<file path="src/rtl/simple_resp_if.sv">
// simple: two-ended word interface; dir1 (master) drives simple1, dir2 (slave) drives simple2.
interface simple #(
  parameter int WIDTH = 32
);
  logic [WIDTH-1:0] simple1;
  logic [WIDTH-1:0] simple2;

  modport dir1   (output simple1, input  simple2);
  modport dir2   (input  simple1, output simple2);
  modport master (output simple1, input  simple2);
  modport slave  (input  simple1, output simple2);
endinterface

</file>
<file path="src/rtl/simple_resp.sv">
// simple_resp: dir2 responder; buffers each new simple1 word and returns a paced running sum on simple2.
// Optional sticky overflow flag and ovf port exist only when SIMPLE_RESP_OVF_EN is defined.
module simple_resp #(
  parameter int WIDTH = 32,
  parameter int DEPTH = 4,
  parameter int HOLD  = 2
) (
  input  logic                    clk,
  input  logic                    rst,
  simple.dir2                     conn,
  output logic [$clog2(DEPTH):0]  level,
  output logic                    busy
`ifdef SIMPLE_RESP_OVF_EN
  ,
  output logic                    ovf
`endif
);

  localparam int PW = $clog2(DEPTH);
  localparam int LW = PW + 1;
  localparam int CW = (HOLD > 1) ? $clog2(HOLD) : 1;

  typedef enum logic {IDLE, WAIT} state_t;

  state_t           state_q, state_d;
  logic [CW-1:0]    cnt_q, cnt_d;
  logic [WIDTH-1:0] last1;
  logic [WIDTH-1:0] acc;
  logic [WIDTH-1:0] mem [DEPTH];
  logic [PW-1:0]    wptr, rptr;
  logic             push_req, push_ok, pop;
  logic [WIDTH-1:0] sum;

  function automatic logic [WIDTH-1:0] wrap_add(input logic [WIDTH-1:0] a,
                                                input logic [WIDTH-1:0] b);
    return a + b;
  endfunction

  // A full FIFO still accepts a word when the head leaves in the same cycle
  assign pop      = (state_q == IDLE) && (level != '0);
  assign push_req = (conn.simple1 != last1);
  assign push_ok  = push_req && ((level != LW'(DEPTH)) || pop);
  assign sum      = wrap_add(acc, mem[rptr]);
  assign busy     = (level != '0) || (state_q == WAIT);

  always_comb begin
    state_d = state_q;
    cnt_d   = cnt_q;
    case (state_q)
      IDLE: begin
        if (pop && (HOLD > 1)) begin
          cnt_d   = CW'(HOLD - 1);
          state_d = WAIT;
        end
      end
      WAIT: begin
        cnt_d = cnt_q - 1'b1;
        if (cnt_q == CW'(1)) state_d = IDLE;
      end
      default: state_d = IDLE;
    endcase
  end

  always_ff @(posedge clk) begin
    if (rst) begin
      state_q      <= IDLE;
      cnt_q        <= '0;
      last1        <= '0;
      acc          <= '0;
      conn.simple2 <= '0;
      level        <= '0;
      wptr         <= '0;
      rptr         <= '0;
    end else begin
      state_q <= state_d;
      cnt_q   <= cnt_d;
      if (push_req) last1 <= conn.simple1;
      if (push_ok)  wptr  <= wptr + 1'b1;
      if (pop) begin
        rptr         <= rptr + 1'b1;
        acc          <= sum;
        conn.simple2 <= sum;
      end
      case ({push_ok, pop})
        2'b10:   level <= level + 1'b1;
        2'b01:   level <= level - 1'b1;
        default: level <= level;
      endcase
    end
  end

  // Storage carries data only; validity is tracked by the pointers and level
  always_ff @(posedge clk) begin
    if (!rst && push_ok) mem[wptr] <= conn.simple1;
  end

`ifdef SIMPLE_RESP_OVF_EN
  always_ff @(posedge clk) begin
    if (rst)                       ovf <= 1'b0;
    else if (push_req && !push_ok) ovf <= 1'b1;
  end
`endif

endmodule

</file>
<file path="src/flat_wrapper.sv">
// flat-port wrapper written by rule: the top's interface ports become plain ports
module simple_resp_flat 
#(
  parameter int WIDTH = 32,
  parameter int DEPTH = 4,
  parameter int HOLD  = 2
)
  (clk, rst, level, busy, conn_simple1, conn_simple2);
  simple #(.WIDTH(WIDTH)) conn_i ();
  input  logic clk;
  input  logic rst;
  output logic [$clog2(DEPTH):0] level;
  output logic busy;
  input wire logic [$bits(conn_i.simple1)-1:0] conn_simple1;
  output wire logic [$bits(conn_i.simple2)-1:0] conn_simple2;
  assign conn_i.simple1 = conn_simple1;
  assign conn_simple2 = conn_i.simple2;
  simple_resp #(.WIDTH(WIDTH), .DEPTH(DEPTH), .HOLD(HOLD)) u_core (.clk(clk), .rst(rst), .conn(conn_i), .level(level), .busy(busy));
endmodule
</file>
<file path="config.mk">
export PLATFORM = sky130hd
export DESIGN_NAME = simple_resp_flat
export DESIGN_NICKNAME = d
export VERILOG_FILES = /design/src/rtl/simple_resp_if.sv /design/src/rtl/simple_resp.sv /design/src/flat_wrapper.sv
export SDC_FILE = /design/constraint.sdc
export NUM_CORES = 1
export LEC_CHECK = 0
export CAP_MARGIN = 20
export CORE_ASPECT_RATIO = 0.7
export CORE_UTILIZATION = 25
export CTS_CLUSTER_DIAMETER = 60
export DETAILED_ROUTE_END_ITERATION = 6
export PLACE_DENSITY_LB_ADDON = 0.05
export SLEW_MARGIN = 20
export SYNTH_ARGS = -nofsm -noshare
export SYNTH_HDL_FRONTEND = slang
export SYNTH_SLANG_ARGS = --single-unit
</file>
<file path="constraint.sdc">
create_clock -name clk -period 4.85 [get_ports clk]
set_input_delay 0.97 -clock clk [delete_from_list [all_inputs] [get_ports clk]]
set_output_delay 0.97 -clock clk [all_outputs]
set_load 0.03 [all_outputs]
</file>
Word-level counts from Yosys, hierarchy flattened
Memory sizes are Yosys's and may differ from the RTL's. A register that Yosys moved wholly into a read port is not among the register bits.
Index checks and enable logic that the tools add are counted.
- add/sub/neg operators: 6
- equal/unequal tests: 5
- multiplexer cells: 10
- bitwise logic cells: 1
- reduce and logical (&&, ||, !) cells: 8
- operators by type and width (cell ; count):
    adder 32 bit ; 1
    != test 32 bit ; 1
    case mux 3 bit (2 select lines) ; 1
    two-way mux 1 bit ; 5
    adder 2 x 1 -> 2 bit (second input constant) ; 2
    two-way mux 2 bit ; 2
    case mux 1 bit (2 select lines) ; 2
    adder 3 x 1 -> 3 bit (second input constant) ; 1
    logical AND 1 bit ; 3
    != test 3 bit (second input constant) ; 1
    nonzero test 3 bit ; 1
    subtractor 3 x 1 -> 3 bit (second input constant) ; 1
    == test 2 x 1 -> 1 bit (second input constant) ; 1
    == test 2 bit (second input constant) ; 1
    logical OR 1 bit ; 2
    != test 2 x 1 -> 1 bit (second input constant) ; 1
    nonzero test 2 bit ; 1
    zero test 1 bit ; 1
    NOT 1 bit ; 1
    subtractor 1 bit (second input constant) ; 1
- bits in registers: 73
- bits in writable memories: 128
- input port bits: 34
- output and inout bits: 36
- memories kept: 1
- memory list (name ; words ; bits a word ; read ports ; clocked after memory_dff ; wr ports ; line ; text):
    u_core.mem ; 4 ; 32 ; 1 ; 1 ; 1 ; simple_resp.sv:29 ; logic [WIDTH-1:0] mem [DEPTH];

Depth between registers and ports, before layout
Gate-level depths: netlist (run 1).
- word-level depth: 7
- mapped depth: 13

Least setup slack after synthesis (run 1)
OpenSTA, ideal clock, no wires.
- path type: register to register
- start: register (tool-made name)
- end: register u_core.acc[31]
- data arrival time: 3570 ps
- data required time: 4780 ps
- path slack: 1209 ps
- stages on the path, launching flop included: 14
- buffers on the path: 3
- cell sequence: dfxtp_1 clkbuf_1 buf_1 mux4_2 ha_1 buf_6 a21o_1 a311o_1 a21oi_1 o21ai_1 a22oi_2 a31oi_1 or4_1 a21oi_1
- RTL lines (element ; line ; text):
    end signal, assigned ; simple_resp.sv:81 ; acc <= sum;
    end, declared ; simple_resp.sv:28 ; logic [WIDTH-1:0] acc;

==> impl_metrics.toml, run 1 <==
[route]
num_vias = 5788
wl_um = 24800
ant_nets = 0
drc = 0
dr.pass1.iters = 4
dr.first_iter.drc_count = 276
viasPerCell = 4.54
routedWlPerCell_um = 19.5

[place]
place_ws_ns = 0.775
gp_congestion = 0.809
numPortBuffers = 69
placed_cells = 1230
place_hpwl_um = 17000

[run_status]
status = "completed"

[worst_setup_path]
cp_top_family = "compound AO/OA/AOI/OAI gates"
critPathSlowestCell = "or4_1"
worstSetupPathType = "flip-flop to flip-flop"
crit_path_end = "u_core.acc[31]"
reg2reg_to = "u_core.acc[31]"
end_kind = "flip-flop"
crit_path_cell_trace = "buf_4 > mux4_2 > ha_1 > a21o_1 > a311o_1 > a21oi_1 > o21ai_1 > a22oi_2 > a31oi_1 > or4_1 > a21oi_1"
crit_buf_inv = 1
crit_required_ns = 5.32
r2r_setup_slack_ns = 1.17
critPathLaunchType = "flip-flop"
critPathArrivalTime_ns = 4.15
slowest_delay_ns = 0.47
ff2ff_path_depth = 11
crit_path_frequent_cell = "a21oi_1"
cp.depth = 11
critPathMaxFanout = 21

[floorplan]
die_y_um = 163
ioPinCount = 70
rows = 58
die_area_um2 = 37600
dieWidth_um = 231
core_area_um2 = 36100
start_util = 0.255

[clocking]
cts_buffer_depth = 3
h-tree-depth = 1
post_cts_resized = 0
cts_tree = "done"
cts_hold_buffers = 0
clkTransAtPathRegs_ns = 0.06
worstSkewPairLatency_ns = 0.55
cts_buffers = 25
cts.sinks = 203
post-cts-setup-buffer-count = 0
clock-root-buffer = "clkbuf_16"

[global_routing]
grt_pass1_vias = 5999
use_met2 = 0.206
grt.overflow.total = 0
grt_start_max_net_pins = 55
antenna_found_initial = 0
grt_pass1_wl_um = 37800
grt_use_met1 = 0.198
use_met3 = 0.0268
grt_util_all_layers = 0.136
grt_busiest_layer = "met2"

[sta]
min_period_ns = 3.68
fin_crit_sh = 0.758
worst_pin_slew_ns = 0.813
maxSlewViolCount = 0
rsz0062_at_grt = "no"
whs_ns = 0.475
final_hold_viol_count = 0
max_freq_mhz = 272
fin_ws_ns = 1.17
finalSetupViolCount = 0
skew_ns = 0.0112
tns_ns = 0
relSlewSlack = 0.458

[yosys]
syn_area_um2 = 9210
async_flop_share = 0
ys.warnings.count = 0
synthDistinctLibCells = 62
ys_ff_latch = 203
yosysSeqAreaShare = 0.580
synth_cells = 704
synth_edf_count = 128
synth.avg_cell_area_um2 = 13.1
ys.flop_type = "edfxtp_1"
syn-num-nets = 775

[power]
vdd_ir_drop_max_v = 0.000267
power_density_nw_per_um2 = 590
leakagePower_nw = 4.12

[finish]
drive_above_1_share = 0.129
post-route-util = 0.314
layout.nets = 848
fin_cells = 1276
diodes = 0
syn_to_final_growth_pct = 23.1

[worst_hold_path]
hold_class = "flip-flop to flip-flop"
hold_depth = 2

[run]
max_cap_viol_count = 0
Yosys cell counts, drive strengths merged (4+ instances only):
| cell type | n | share of area |
|---|---|---|
| a211oi | 7 | 0.0062 |
| nand3 | 13 | 0.0071 |
| xnor2 | 12 | 0.011 |
| and3 | 14 | 0.0095 |
| a21o | 18 | 0.015 |
| ha | 35 | 0.048 |
| a31oi | 18 | 0.015 |
| clkbuf | 25 | 0.010 |
| nor3 | 4 | 0.0022 |
| nand4 | 14 | 0.010 |
| inv | 14 | 0.0057 |
| mux4 | 32 | 0.078 |
| o21ai | 18 | 0.0098 |
| edfxtp | 128 | 0.42 |
| or4 | 5 | 0.0041 |
| xor2 | 42 | 0.040 |
| or3 | 4 | 0.0027 |
| nor4 | 8 | 0.0054 |
| nor2b | 38 | 0.026 |
| nor2 | 24 | 0.0098 |
| nand2 | 58 | 0.024 |
| dfxtp | 75 | 0.16 |
| a21oi | 43 | 0.023 |
| buf | 9 | 0.0056 |
| mux2i | 4 | 0.0043 |
cell usage in the layout (no fill, tap or decap), types with 5 or more instances in the layout:
cell / instances
o21ai_1: 5
clkdlybuf4s50_1: 68
inv_1: 14
a21o_1: 18
xnor2_1: 12
clkbuf_16: 26
edfxtp_1: 128
nor2b_1: 38
nor2_1: 23
xor2_1: 42
and3_1: 14
a211oi_1: 6
mux4_2: 32
ha_1: 35
or4_1: 5
nand2_1: 58
nand3_1: 13
nand4_1: 13
nor4_1: 8
buf_4: 10
a31oi_1: 16
dfxtp_1: 74
a21oi_1: 43
o21ai_0: 13
per-stage QoR:
step                      total power, mW  cell area (µm²)
after CTS                            6.80            11300
after global routing                 7.12            11300
final                                6.69            11300
after global placement               4.78            10400
after floorplan                      3.97             9210
after detailed placement             4.79            10400
report_power, final:
group | internal (mW) | switching (mW) | leakage, nW | total, mW
Sequential | 2.05 | 0.135 | 1.80 | 2.18
Combinational | 0.996 | 1.54 | 1.89 | 2.54
Clock | 1.20 | 0.768 | 0.431 | 1.97
layout make-up:
class                      instances  area, µm²
clock buffer                      32        703
multi-input combinational        453       3670
inverter                          14       52.6
sequential                       203       5350
timing repair buffer              80        781
tap                              480        601
clock inverter                    14        180
fill                            3564      24700
cells by family (layout without fill, tap and decap cells):
| family | after synthesis | count (layout) | share of synthesized area |
|---|---|---|---|
| flip-flops | 203 | 203 | 0.580 |
| AND/OR/NAND/NOR | 193 | 193 | 0.111 |
| AO/OA/AOI/OAI | 133 | 133 | 0.101 |
| XOR/XNOR | 54 | 54 | 0.0514 |
| buffers and inverters | 48 | 140 | 0.0215 |
| adder cells (fa/ha/maj) | 37 | 37 | 0.0519 |
| multiplexers | 36 | 36 | 0.0826 |
worst min-delay path, delay by kind of cell (launching register included):
family | cells | cell delay, ns
AO/OA/AOI/OAI | 1 | 0.05
flip-flops | 1 | 0.32
AND/OR/NAND/NOR | 1 | 0.06
worst min-delay path by stage:
stage	start	endpoint	slack, ns
2_1_floorplan	u_core.cnt_q	u_core.cnt_q	0.47
3_3_place_gp	u_core.acc[3]	u_core.acc[3]	0.46
3_5_place_dp	u_core.acc[0]	u_core.acc[0]	0.47
4_1_cts	u_core.acc[0]	u_core.acc[0]	0.48
5_1_grt	u_core.acc[4]	u_core.acc[4]	0.50
6_report	u_core.acc[3]	u_core.acc[3]	0.47
sequential cells by signal, indices dropped and copies added (netlist names), named ones only:
register,flops
u_core.cnt_q,1
u_core.state_q,1
u_core.acc,32
u_core.wptr,2
u_core.mem,128
u_core.rptr,2
u_core.level,3
u_core.last1,32
metal layers:
metal	share of wire	vias to the layer above
li1	-	2819
met1	0.51	2852
met2	0.43	83
met3	0.039	34
met4	0.023	0
met5	0	-
Note: power is estimated with default switching activity, not from simulation.
==> run 2: changes to the inputs <==
==> constraint.sdc (replaced) <==
create_clock -name clk -period 3.1 [get_ports clk]
set_input_delay 0.62 -clock clk [delete_from_list [all_inputs] [get_ports clk]]
set_output_delay 0.62 -clock clk [all_outputs]
set_load 0.03 [all_outputs]
==> run 2 against run 1 <==
  * The flow now finishes with violations (negative setup slack)
  * Critical path depth increased by 1
  * Non-clock buffer count rose by 131
  * Core utilization increased by 4.6 points
  * Hold slack better by 0.013 ns
  * Register-to-register slack worse by 1.3 ns
  * Die area unchanged
  * Clock power rose by 57%
  * Worst setup slack worse by 1.3 ns
  * Global-route usage increased by 1.0 points
  * Sequential power rose by 60%
  * Cell area is 15% higher
  * Total power grew 82%
==> impl_metrics.toml, run 2 (synthesized netlist as in run 1, its figures left out) <==
[worst_setup_path]
ff2ff_path_depth = 12
critPathMaxFanout = 7
critPathLaunchType = "flip-flop"
critPathArrivalTime_ns = 3.64
worstSetupPathType = "flip-flop to flip-flop"
crit_required_ns = 3.49
end_kind = "flip-flop"
reg2reg_to = "u_core.acc[28]"
r2r_setup_slack_ns = -0.15

[floorplan]
start_util = 0.255
die_y_um = 163
rows = 58
ioPinCount = 70
die_area_um2 = 37600
core_area_um2 = 36100
dieWidth_um = 231

[sta]
fin_crit_sh = 1.05
worst_pin_slew_ns = 0.731
finalSetupViolCount = 11
rsz0062_at_grt = "yes"
skew_ns = 0.0102
relSlewSlack = 0.513
final_hold_viol_count = 0
max_freq_mhz = 308
maxSlewViolCount = 0
tns_ns = -0.953
min_period_ns = 3.25
fin_ws_ns = -0.149

[finish]
diodes = 0
drive_above_1_share = 0.319
top_register = "u_core.mem"
largestRegisters = "u_core.mem: 128 flops, u_core.acc: 32 flops, u_core.last1: 32 flops"
largest_reg_flops = 128
fillCellCount = 3477
final_common_cell = "edfxtp_1"
fin_cells = 1405
post-route-util = 0.360
syn_to_final_growth_pct = 41.1
layout.nets = 978
mostFrequentLayoutCells = "edfxtp_1, buf_4, dfxtp_1"

[clocking]
cts_buffers = 24
h-tree-depth = 1
clkTransAtPathRegs_ns = 0.06
clock-root-buffer = "clkbuf_16"
cts_tree = "done"
cts_hold_buffers = 0
cts.sinks = 203
worstSkewPairLatency_ns = 0.54
cts_buffer_depth = 3

[global_routing]
grt_util_all_layers = 0.147
grt_start_max_net_pins = 52
grt_pass1_vias = 6540
antenna_found_initial = 0
grt.overflow.total = 0
grt_pass1_wl_um = 40800

[route]
dr.pass1.iters = 4
viasPerCell = 4.52
routedWlPerCell_um = 19.2
num_vias = 6351
wl_um = 27000
drc = 0
ant_nets = 0
dr.first_iter.drc_count = 266

[place]
placed_cells = 1347
place_hpwl_um = 18900
gp_congestion = 0.814
numPortBuffers = 69

[power]
leakagePower_nw = 4.84
vdd_ir_drop_max_v = 0.000417
total_power_mw = 12.2
power_density_nw_per_um2 = 936

[worst_hold_path]
hold_start = "u_core.acc[8]"
min_to = "u_core.acc[8]"
hold_class = "flip-flop to flip-flop"
hold_depth = 2

[run_status]
violations = "negative setup slack"
status = "finished with violations"

[run]
max_cap_viol_count = 0
==> run 2: cell count changes in the layout (fill, tap and decap cells not counted), sizes merged <==
| cell | before | now |
|---|---|---|
| bufinv | 3 | 5 |
| clkinv | 5 | 6 |
| clkbuf | 32 | 31 |
| inv | 18 | 14 |
| buf | 12 | 143 |
==> run 2: how the worst max path moves through the flow <==
stage               cells past startpoint               to  slack (ns)            start
finish                                 12   u_core.acc[28]       -0.15        flip-flop
global route                           12   u_core.acc[26]       -0.23        flip-flop
global placement                       11  u_core.level[2]       -0.55  conn_simple1[2]
CTS                                    11   u_core.acc[25]       -0.08        flip-flop
detailed placement                     11  u_core.level[2]       -0.56  conn_simple1[2]
floorplan                              13   u_core.acc[31]       -0.01        flip-flop
==> run 2: power breakdown <==
| part | switching [mW] | leakage [nW] | internal [mW] |
|---|---|---|---|
| clock | 1.16 | 0.425 | 1.94 |
| combinational | 2.94 | 2.61 | 2.64 |
| sequential | 0.275 | 1.80 | 3.20 |
| total | 4.38 | 4.84 | 7.79 |
==> run 2: repair_timing <==
| action | CTS | global route |
|---|---|---|
| gates resized for setup | 54 | 48 |
| buffers inserted | 8 | 7 |
| cloned | 1 | 0 |
| pin swaps | 35 | 27 |
| endpoints found under the setup margin | 17 | 20 |
==> run 2: final cells by class <==
type	count	area (µm²)	area share
Sequential cell	203	5350	0.412
Multi-Input combinational cell	453	4220	0.325
Timing Repair Buffer	211	1890	0.145
Clock buffer	31	667	0.0513
Tap cell	480	601	0.0462
Clock inverter	13	216	0.0167
Inverter	14	56.3	0.00433
==> run 2: metrics by stage <==
stage / setup slack (ns) / area (µm²) / hold slack, ns
after floorplan: -0.0147 / 9280 / 0.472
after global placement: -0.553 / 11400 / 0.468
after detailed placement: -0.560 / 11400 / 0.481
after CTS: -0.0826 / 12700 / 0.493
after global routing: -0.231 / 13000 / 0.504
final: -0.149 / 13000 / 0.488
==> run 2: critical path, stage by stage, from the launching register on <==
cell and delay (ns):
dfxtp_4 0.40, buf_12 0.16, mux4_2 0.60, ha_4 0.26, a21o_1 0.17, a21o_1 0.16
a221o_1 0.39, a31oi_4 0.27, o31ai_4 0.11, buf_12 0.15, a31oi_4 0.17, xor2_1 0.16
a211oi_1 0.08
==> run 2: layer usage <==
metal / GRT usage / routed length (µm) / vias up
met5: 0 / 0 / -
met2: 0.217 / 11500 / 91
met4: 0.0370 / 563 / 0
met1: 0.222 / 14200 / 3154
met3: 0.0217 / 773 / 36
li1: - / - / 3070
